<file path="src/rtl/spu_issue_pkg.sv">
// Shared types and helpers for the SPU dual-issue scoreboard.
// Holds the issue FSM state enum, default sizing constants and the
// latency clamp used when a writer loads its destination counter.
package spu_issue_pkg;

  typedef enum logic [0:0] {
    PAIR     = 1'b0,  // both slots of the presented pair still pending
    ODD_ONLY = 1'b1   // even slot already issued, odd slot waiting
  } issue_state_e;

  localparam int DEF_NUM_REGS = 128;
  localparam int DEF_MAX_LAT  = 7;

  // A zero latency still occupies the register for one cycle; anything
  // longer than the slowest pipe saturates to that pipe's latency.
  function automatic int unsigned lat_clamp(input int unsigned lat,
                                            input int unsigned max_lat);
    if (lat == 0)
      return 1;
    else if (lat > max_lat)
      return max_lat;
    else
      return lat;
  endfunction

endpackage

</file>
<file path="src/rtl/reg_countdown_bank.sv">
// Purpose : one countdown counter per architectural register (cycles to writeback).
// Latency : reads combinational from registered counters; loads visible next cycle.
// Backpressure: none; two load ports accepted every cycle, odd load wins on equal address.
//
// Ports:
//   clk, reset        core clock, asynchronous active-high reset
//   ld_even_*         even-pipe writer load (enable, register, latency)
//   ld_odd_*          odd-pipe writer load (enable, register, latency)
//   src_addr/src_cnt  six combinational source read ports
//   dst_addr/dst_cnt  two combinational destination read ports
//   busy              per-register counter non-zero
module reg_countdown_bank #(
  parameter int NUM_REGS = 128,
  parameter int ADDR_W   = 7,
  parameter int CNT_W    = 3
) (
  input  logic                   clk,
  input  logic                   reset,
  input  logic                   ld_even_en,
  input  logic [ADDR_W-1:0]      ld_even_addr,
  input  logic [CNT_W-1:0]       ld_even_val,
  input  logic                   ld_odd_en,
  input  logic [ADDR_W-1:0]      ld_odd_addr,
  input  logic [CNT_W-1:0]       ld_odd_val,
  input  logic [5:0][ADDR_W-1:0] src_addr,
  output logic [5:0][CNT_W-1:0]  src_cnt,
  input  logic [1:0][ADDR_W-1:0] dst_addr,
  output logic [1:0][CNT_W-1:0]  dst_cnt,
  output logic [NUM_REGS-1:0]    busy
);

  logic [CNT_W-1:0] cnt [NUM_REGS];

  // A load overrides the decrement. Both pipes never legally target the
  // same register in one cycle; odd priority just keeps the result defined.
  always_ff @(posedge clk or posedge reset) begin
    if (reset) begin
      for (int i = 0; i < NUM_REGS; i++)
        cnt[i] <= '0;
    end else begin
      for (int i = 0; i < NUM_REGS; i++) begin
        if (ld_odd_en && (ld_odd_addr == ADDR_W'(i)))
          cnt[i] <= ld_odd_val;
        else if (ld_even_en && (ld_even_addr == ADDR_W'(i)))
          cnt[i] <= ld_even_val;
        else if (cnt[i] != '0)
          cnt[i] <= cnt[i] - CNT_W'(1);
      end
    end
  end

  always_comb begin
    for (int k = 0; k < 6; k++)
      src_cnt[k] = cnt[src_addr[k]];
    for (int k = 0; k < 2; k++)
      dst_cnt[k] = cnt[dst_addr[k]];
  end

  always_comb begin
    busy = '0;
    for (int i = 0; i < NUM_REGS; i++)
      busy[i] = (cnt[i] != '0);
  end

endmodule

</file>
<file path="src/rtl/dual_issue_scoreboard.sv">
// Purpose : in-order dual-issue control with RAW/WAW hazard checks for the SPU even/odd pipes.
// Latency : issue decision combinational (zero cycles) from registered counters and state.
// Backpressure: pair held by decoder until pair_accept; odd slot may lag even by splitting the pair.
//
// Build option: define SB_FORWARD_EN to let sources issue when their counter is <= 1
// (bypass network present); otherwise a source must have a zero counter.
//
// Ports:
//   clk, reset                 core clock, asynchronous active-high reset
//   pair_valid / pair_accept   decoder handshake for the even/odd pair
//   valid_even, valid_odd      slot holds a real instruction
//   ra/rb/rc_even, use_even    even sources and their read enables
//   ra/rb/rt_st_odd, use_odd   odd sources and their read enables
//   rt_addr_*, reg_write_*     destination register and write enable per slot
//   lat_even, lat_odd          unit latency per slot (clamped to 1..MAX_LAT)
//   flush                      taken branch in odd pipe, discards the pair
//   issue_even, issue_odd      slot dispatched this cycle
//   busy                       per-register pending write
//   stall_cycles               saturating count of stalled pair cycles
module dual_issue_scoreboard
  import spu_issue_pkg::*;
#(
  parameter int NUM_REGS = DEF_NUM_REGS,
  parameter int ADDR_W   = $clog2(NUM_REGS),
  parameter int MAX_LAT  = DEF_MAX_LAT,
  parameter int CNT_W    = $clog2(MAX_LAT + 1),
  parameter int PERF_W   = 32
) (
  input  logic                clk,
  input  logic                reset,
  input  logic                pair_valid,
  output logic                pair_accept,
  input  logic                valid_even,
  input  logic                valid_odd,
  input  logic [ADDR_W-1:0]   ra_even,
  input  logic [ADDR_W-1:0]   rb_even,
  input  logic [ADDR_W-1:0]   rc_even,
  input  logic [ADDR_W-1:0]   ra_odd,
  input  logic [ADDR_W-1:0]   rb_odd,
  input  logic [ADDR_W-1:0]   rt_st_odd,
  input  logic [2:0]          use_even,
  input  logic [2:0]          use_odd,
  input  logic [ADDR_W-1:0]   rt_addr_even,
  input  logic [ADDR_W-1:0]   rt_addr_odd,
  input  logic                reg_write_even,
  input  logic                reg_write_odd,
  input  logic [CNT_W-1:0]    lat_even,
  input  logic [CNT_W-1:0]    lat_odd,
  input  logic                flush,
  output logic                issue_even,
  output logic                issue_odd,
  output logic [NUM_REGS-1:0] busy,
  output logic [PERF_W-1:0]   stall_cycles
);

  issue_state_e state, state_nxt;

  logic [5:0][CNT_W-1:0] src_cnt;
  logic [1:0][CNT_W-1:0] dst_cnt;
  logic [5:0]            src_rdy;
  logic [CNT_W-1:0]      lat_eff_even, lat_eff_odd;
  logic                  even_ok, odd_ok, pair_conflict;

  assign lat_eff_even = CNT_W'(lat_clamp(32'(lat_even), MAX_LAT));
  assign lat_eff_odd  = CNT_W'(lat_clamp(32'(lat_odd), MAX_LAT));

  reg_countdown_bank #(
    .NUM_REGS (NUM_REGS),
    .ADDR_W   (ADDR_W),
    .CNT_W    (CNT_W)
  ) u_bank (
    .clk          (clk),
    .reset        (reset),
    .ld_even_en   (issue_even && reg_write_even),
    .ld_even_addr (rt_addr_even),
    .ld_even_val  (lat_eff_even),
    .ld_odd_en    (issue_odd && reg_write_odd),
    .ld_odd_addr  (rt_addr_odd),
    .ld_odd_val   (lat_eff_odd),
    .src_addr     ({rt_st_odd, rb_odd, ra_odd, rc_even, rb_even, ra_even}),
    .src_cnt      (src_cnt),
    .dst_addr     ({rt_addr_odd, rt_addr_even}),
    .dst_cnt      (dst_cnt),
    .busy         (busy)
  );

  // With a bypass the result can be picked up the cycle before writeback.
  always_comb begin
    for (int k = 0; k < 6; k++) begin
`ifdef SB_FORWARD_EN
      src_rdy[k] = (src_cnt[k] <= CNT_W'(1));
`else
      src_rdy[k] = (src_cnt[k] == '0);
`endif
    end
  end

  // WAW: the new write must land strictly after the one in flight.
  assign even_ok = (&(src_rdy[2:0] | ~use_even)) &&
                   (!reg_write_even || (dst_cnt[0] < lat_eff_even));
  assign odd_ok  = (&(src_rdy[5:3] | ~use_odd)) &&
                   (!reg_write_odd || (dst_cnt[1] < lat_eff_odd));

  // Odd cannot see the even result when both go out together, and two
  // writers to one register in the same cycle would lose ordering.
  assign pair_conflict =
      (reg_write_even && ((use_odd[0] && (rt_addr_even == ra_odd)) ||
                          (use_odd[1] && (rt_addr_even == rb_odd)) ||
                          (use_odd[2] && (rt_addr_even == rt_st_odd)))) ||
      (reg_write_even && reg_write_odd && (rt_addr_even == rt_addr_odd));

  always_ff @(posedge clk or posedge reset) begin
    if (reset)
      state <= PAIR;
    else
      state <= state_nxt;
  end

  always_comb begin
    issue_even  = 1'b0;
    issue_odd   = 1'b0;
    pair_accept = 1'b0;
    state_nxt   = state;
    if (reset) begin
      state_nxt = PAIR;
    end else if (flush) begin
      pair_accept = pair_valid;
      state_nxt   = PAIR;
    end else if (pair_valid) begin
      case (state)
        PAIR: begin
          if (!valid_even) begin
            issue_odd   = valid_odd && odd_ok;
            pair_accept = (valid_odd && odd_ok) || !valid_odd;
          end else if (even_ok) begin
            issue_even = 1'b1;
            if (!valid_odd) begin
              pair_accept = 1'b1;
            end else if (odd_ok && !pair_conflict) begin
              issue_odd   = 1'b1;
              pair_accept = 1'b1;
            end else begin
              state_nxt = ODD_ONLY;
            end
          end
        end
        ODD_ONLY: begin
          if (odd_ok) begin
            issue_odd   = 1'b1;
            pair_accept = 1'b1;
            state_nxt   = PAIR;
          end
        end
        default: state_nxt = PAIR;
      endcase
    end
  end

  always_ff @(posedge clk or posedge reset) begin
    if (reset)
      stall_cycles <= '0;
    else if (pair_valid && !pair_accept && !flush && (stall_cycles != '1))
      stall_cycles <= stall_cycles + PERF_W'(1);
  end

endmodule

</file>
<file path="config.mk">
export PLATFORM = sky130hd
export DESIGN_NAME = dual_issue_scoreboard
export DESIGN_NICKNAME = d
export VERILOG_FILES = /design/src/rtl/spu_issue_pkg.sv /design/src/rtl/reg_countdown_bank.sv /design/src/rtl/dual_issue_scoreboard.sv
export SDC_FILE = /design/constraint.sdc
export NUM_CORES = 2
export LEC_CHECK = 0
export ABC_AREA = 0
export CAP_MARGIN = 0
export CORE_ASPECT_RATIO = 1.4
export CORE_UTILIZATION = 45
export DETAILED_ROUTE_END_ITERATION = 10
export MAX_ROUTING_LAYER = met4
export SYNTH_ARGS = -nofsm -noshare
export SYNTH_HDL_FRONTEND = slang
export SYNTH_SLANG_ARGS = --single-unit
export TNS_END_PERCENT = 50
</file>
<file path="constraint.sdc">
create_clock -name clk -period 18.2 [get_ports clk]
set_input_delay 2.73 -clock clk [delete_from_list [all_inputs] [get_ports clk]]
set_output_delay 2.73 -clock clk [all_outputs]
set_load 0.1 [all_outputs]
</file>
==> impl_metrics.env <==
export IMPL_status="finished with violations"
export IMPL_failed_checks="capacitance limit"
export IMPL_drv_slew=0
export IMPL_tightestPinTransition_ns=1.483
export IMPL_cts_inserted_buffers=47
export IMPL_post_route_min_period_ns=12.57
export IMPL_postCtsSetupRepairBufs=0
export IMPL_synth_edf_count=0
export IMPL_grt_pass1_vias=44780
export IMPL_hp_class="flop to flop"
export IMPL_finClkSkew_ns=0.04398
export IMPL_wl_mm=246.6
export IMPL_grtUsageMet1=0.5066
export IMPL_synth_seq_area_share=0.2187
export IMPL_grt_pass1_wl_mm=347.2
export IMPL_grt_usage=0.4701
export IMPL_area_growth_pct=11.41
export IMPL_use_met2=0.6759
export IMPL_p_per_area_nw_per_um2=180.7
export IMPL_ys_top_cells_by_area="dfrtp_1 22%, mux4_2 18%, mux2i_1 18%"
export IMPL_synth_async_reset_ratio=1.000
export IMPL_yosysWarnings=0
export IMPL_grt_start_max_net_pins=133
export IMPL_synth_area_um2=47700
export IMPL_numClockSinks=417
export IMPL_max_stage_delay_ns=1.23
export IMPL_cp_common_cell="mux4_2"
export IMPL_clk_insertion_delay_late_ns=0.65
export IMPL_worst_hold_slack_ns=0.4818
export IMPL_netlist_instances=4843
export IMPL_die_area_um2=107300
export IMPL_postRouteAntennaNets=0
export IMPL_cp_arrival_ns=9.84
export IMPL_leakage_nw=22.12
export IMPL_drc=0
export IMPL_synth_top_area_share=0.2187
export IMPL_clockBufferDepth=3
export IMPL_num_fill_cells=9800
export IMPL_slew_headroom=0.007515
export IMPL_start_kind="input pin"
export IMPL_avgSynthCellArea_um2=9.850
export IMPL_gp_congestion=1.134
export IMPL_synth_top_cell_by_area="dfrtp_1"
export IMPL_final_hold_violation_count=0
export IMPL_critPathCaptureType="output pin"
export IMPL_port_buffers=238
export IMPL_fin_area_um2=53150
export IMPL_cts_tree="done"
export IMPL_first_iter_violations=6223
export IMPL_ys_ff_latch=417
export IMPL_crit_path_cell_trace="buf_6 > buf_4 > mux4_2 > mux4_2 > mux4_2 > mux2_2 > ha_1 > a21o_1 > nand2_1 > nand3b_1 > a31o_2 > o22ai_1 > o32ai_1 > a41oi_2 > a41oi_4 > nor3_1 > clkdlybuf4s50_1"
export IMPL_dp_hpwl_mm=175.2
export IMPL_fin_util=0.5046
export IMPL_dr_total_vias=46110
export IMPL_grt_overflow=0
export IMPL_cp_max_fo=57
export IMPL_grt_setup_unrepaired="no"
export IMPL_clockRootBuffer="clkbuf_16"
export IMPL_cts_resized=0
export IMPL_antenna_found_initial=38
export IMPL_dieWidth_um=277.2
export IMPL_die_h_um=387.2
export IMPL_cts_hold_buf=0
export IMPL_cp_slowest_cell="clkdlybuf4s50_1"
export IMPL_htree_levels=2
export IMPL_peakVddDrop_v=0.0001761
export IMPL_nNetsFinal=5264
export IMPL_final_setup_tns_ns=0
export IMPL_critical_path_class="input pin to output pin"
export IMPL_setup_viol=0
export IMPL_ys_flop_type="dfrtp_1"
export IMPL_fin_crit_sh=0.6908
export IMPL_boundaryPins=239
export IMPL_wl_per_cell_um=38.75
export IMPL_max_freq_ghz=0.07954
export IMPL_via_per_inst=7.247
export IMPL_worst_ep_required_time_ns=15.47
export IMPL_yosysUniqueCellTypes=85
export IMPL_start_util=0.4529
export IMPL_clk_pin_slew_worst_paths_ns=0.06
export IMPL_cap_viol_max_count=1
export IMPL_row_count=141
export IMPL_gr_usage_met3=0.1819
export IMPL_dr_pass1_iters=9
export IMPL_placed_area_um2=51470
export IMPL_syn_nets=5180
export IMPL_grt_busiest_layer="met2"
export IMPL_drive_gt1_frac=0.1794
export IMPL_core_area_um2=105300
-- cells in the mapped netlist (all sizes together) (11+ instances only) --
library cell  number
o2111ai           11
a31oi             20
nor2b             22
a211oi            54
nand2            162
clkbuf           224
dfrtp            417
xnor2            149
nor2             399
nand2b           158
a2111oi           34
or3               22
xor2              37
o22ai             27
nor4              68
and3b             15
inv              299
ha               261
nand3             81
mux2             145
buf              138
mux4             390
mux2i            859
nor3             389
o211ai            15
or2               14
o21ai             42
a22oi             14
a21oi            200
nand4             20
a311oi            13
-- cells in the final DEF (no fill, tap or decap), types with 16 or more instances in the layout --
cell type	count
diode_2	43
nand2_1	160
xor2_1	37
buf_2	18
nand4_1	19
nand3_1	34
dfrtp_1	417
clkbuf_16	47
nand2b_1	158
a21oi_1	199
xnor2_1	149
mux4_2	390
nor4_1	61
nor2_1	393
a211oi_1	54
a2111oi_0	33
ha_1	261
buf_4	163
mux2_1	16
o21ai_0	39
inv_1	290
a31oi_1	20
or3_1	22
mux2i_1	859
clkdlybuf4s50_1	212
nor3_1	381
nor2b_1	17
o22ai_1	27
nand3_2	47
mux2_2	129
-- per-stage QoR --
| stage | power (mW) | cells | setup slack (ns) |
|---|---|---|---|
| after floorplan | 6.441 | 4843 | 0.3366 |
| after global placement | 8.235 | 6234 | 5.656 |
| after detailed placement | 8.344 | 6234 | 5.685 |
| after CTS | 9.392 | 6318 | 5.658 |
| after global routing | 10.02 | 6357 | 5.334 |
| final | 9.601 | 6363 | 5.628 |
-- power breakdown --
group | switching (mW) | internal, mW | total (mW)
registers | 1.28 | 1.40 | 2.68
clock network | 0.449 | 0.564 | 1.01
logic | 3.40 | 2.51 | 5.91
-- cells by family after synthesis --
kind of cell / count (synthesis) / share of synthesized area
AOI/OAI and AO/OA: 530 / 0.07462
xor gates and xnor gates: 186 / 0.03415
adders and majority gates: 261 / 0.06846
buffers and inverters: 667 / 0.05723
DFF: 417 / 0.2187
muxes: 1394 / 0.3986
and+or+nand+nor: 1388 / 0.1482
-- routing by layer --
metal  share of wire  up-vias
li1                -    18290
met3            0.13     1331
met5               0        -
met4            0.11        0
met2            0.43     3707
met1            0.34    22780
-- critical path: cells and delay by family --
| family | cells | cell delay, ns |
|---|---|---|
| AO/OA/AOI/OAI | 6 | 1.60 |
| adder cells (fa/ha/maj) | 1 | 0.32 |
| buffers and inverters | 3 | 2.61 |
| multiplexers | 4 | 1.92 |
| AND/OR/NAND/NOR | 3 | 0.60 |
-- registers in the layout, summed over array words and instances (netlist names) --
register	cells
state	1
u_bank.cnt	384
stall_cycles	32
-- final timing paths --
check	cells past startpoint	startpoint	slack, ns	to
max	17	rt_addr_even[0]	5.63	issue_odd
min	1	stall_cycles[12]	0.48	stall_cycles[12]
max reg2reg	18	u_bank.cnt[62]	11.23	u_bank.cnt[20]
min reg2reg	1	stall_cycles[12]	0.48	stall_cycles[12]
max in group asynchronous	5	reset	12.31	stall_cycles[19]
min in group asynchronous	2	reset	2.70	u_bank.cnt[184]
-- layout make-up --
cell class | count | area [µm²] | share of cell area
Antenna cell | 43 | 107.6 | 0.002025
Clock buffer | 61 | 1309 | 0.02463
Clock inverter | 23 | 240.2 | 0.004520
Inverter | 305 | 1157 | 0.02178
Multi-Input combinational cell | 3759 | 34720 | 0.6532
Sequential cell | 417 | 10440 | 0.1963
Tap cell | 1358 | 1699 | 0.03197
Timing Repair Buffer | 397 | 3483 | 0.06554
No activity file was read; power rests on OpenSTA's default activity.
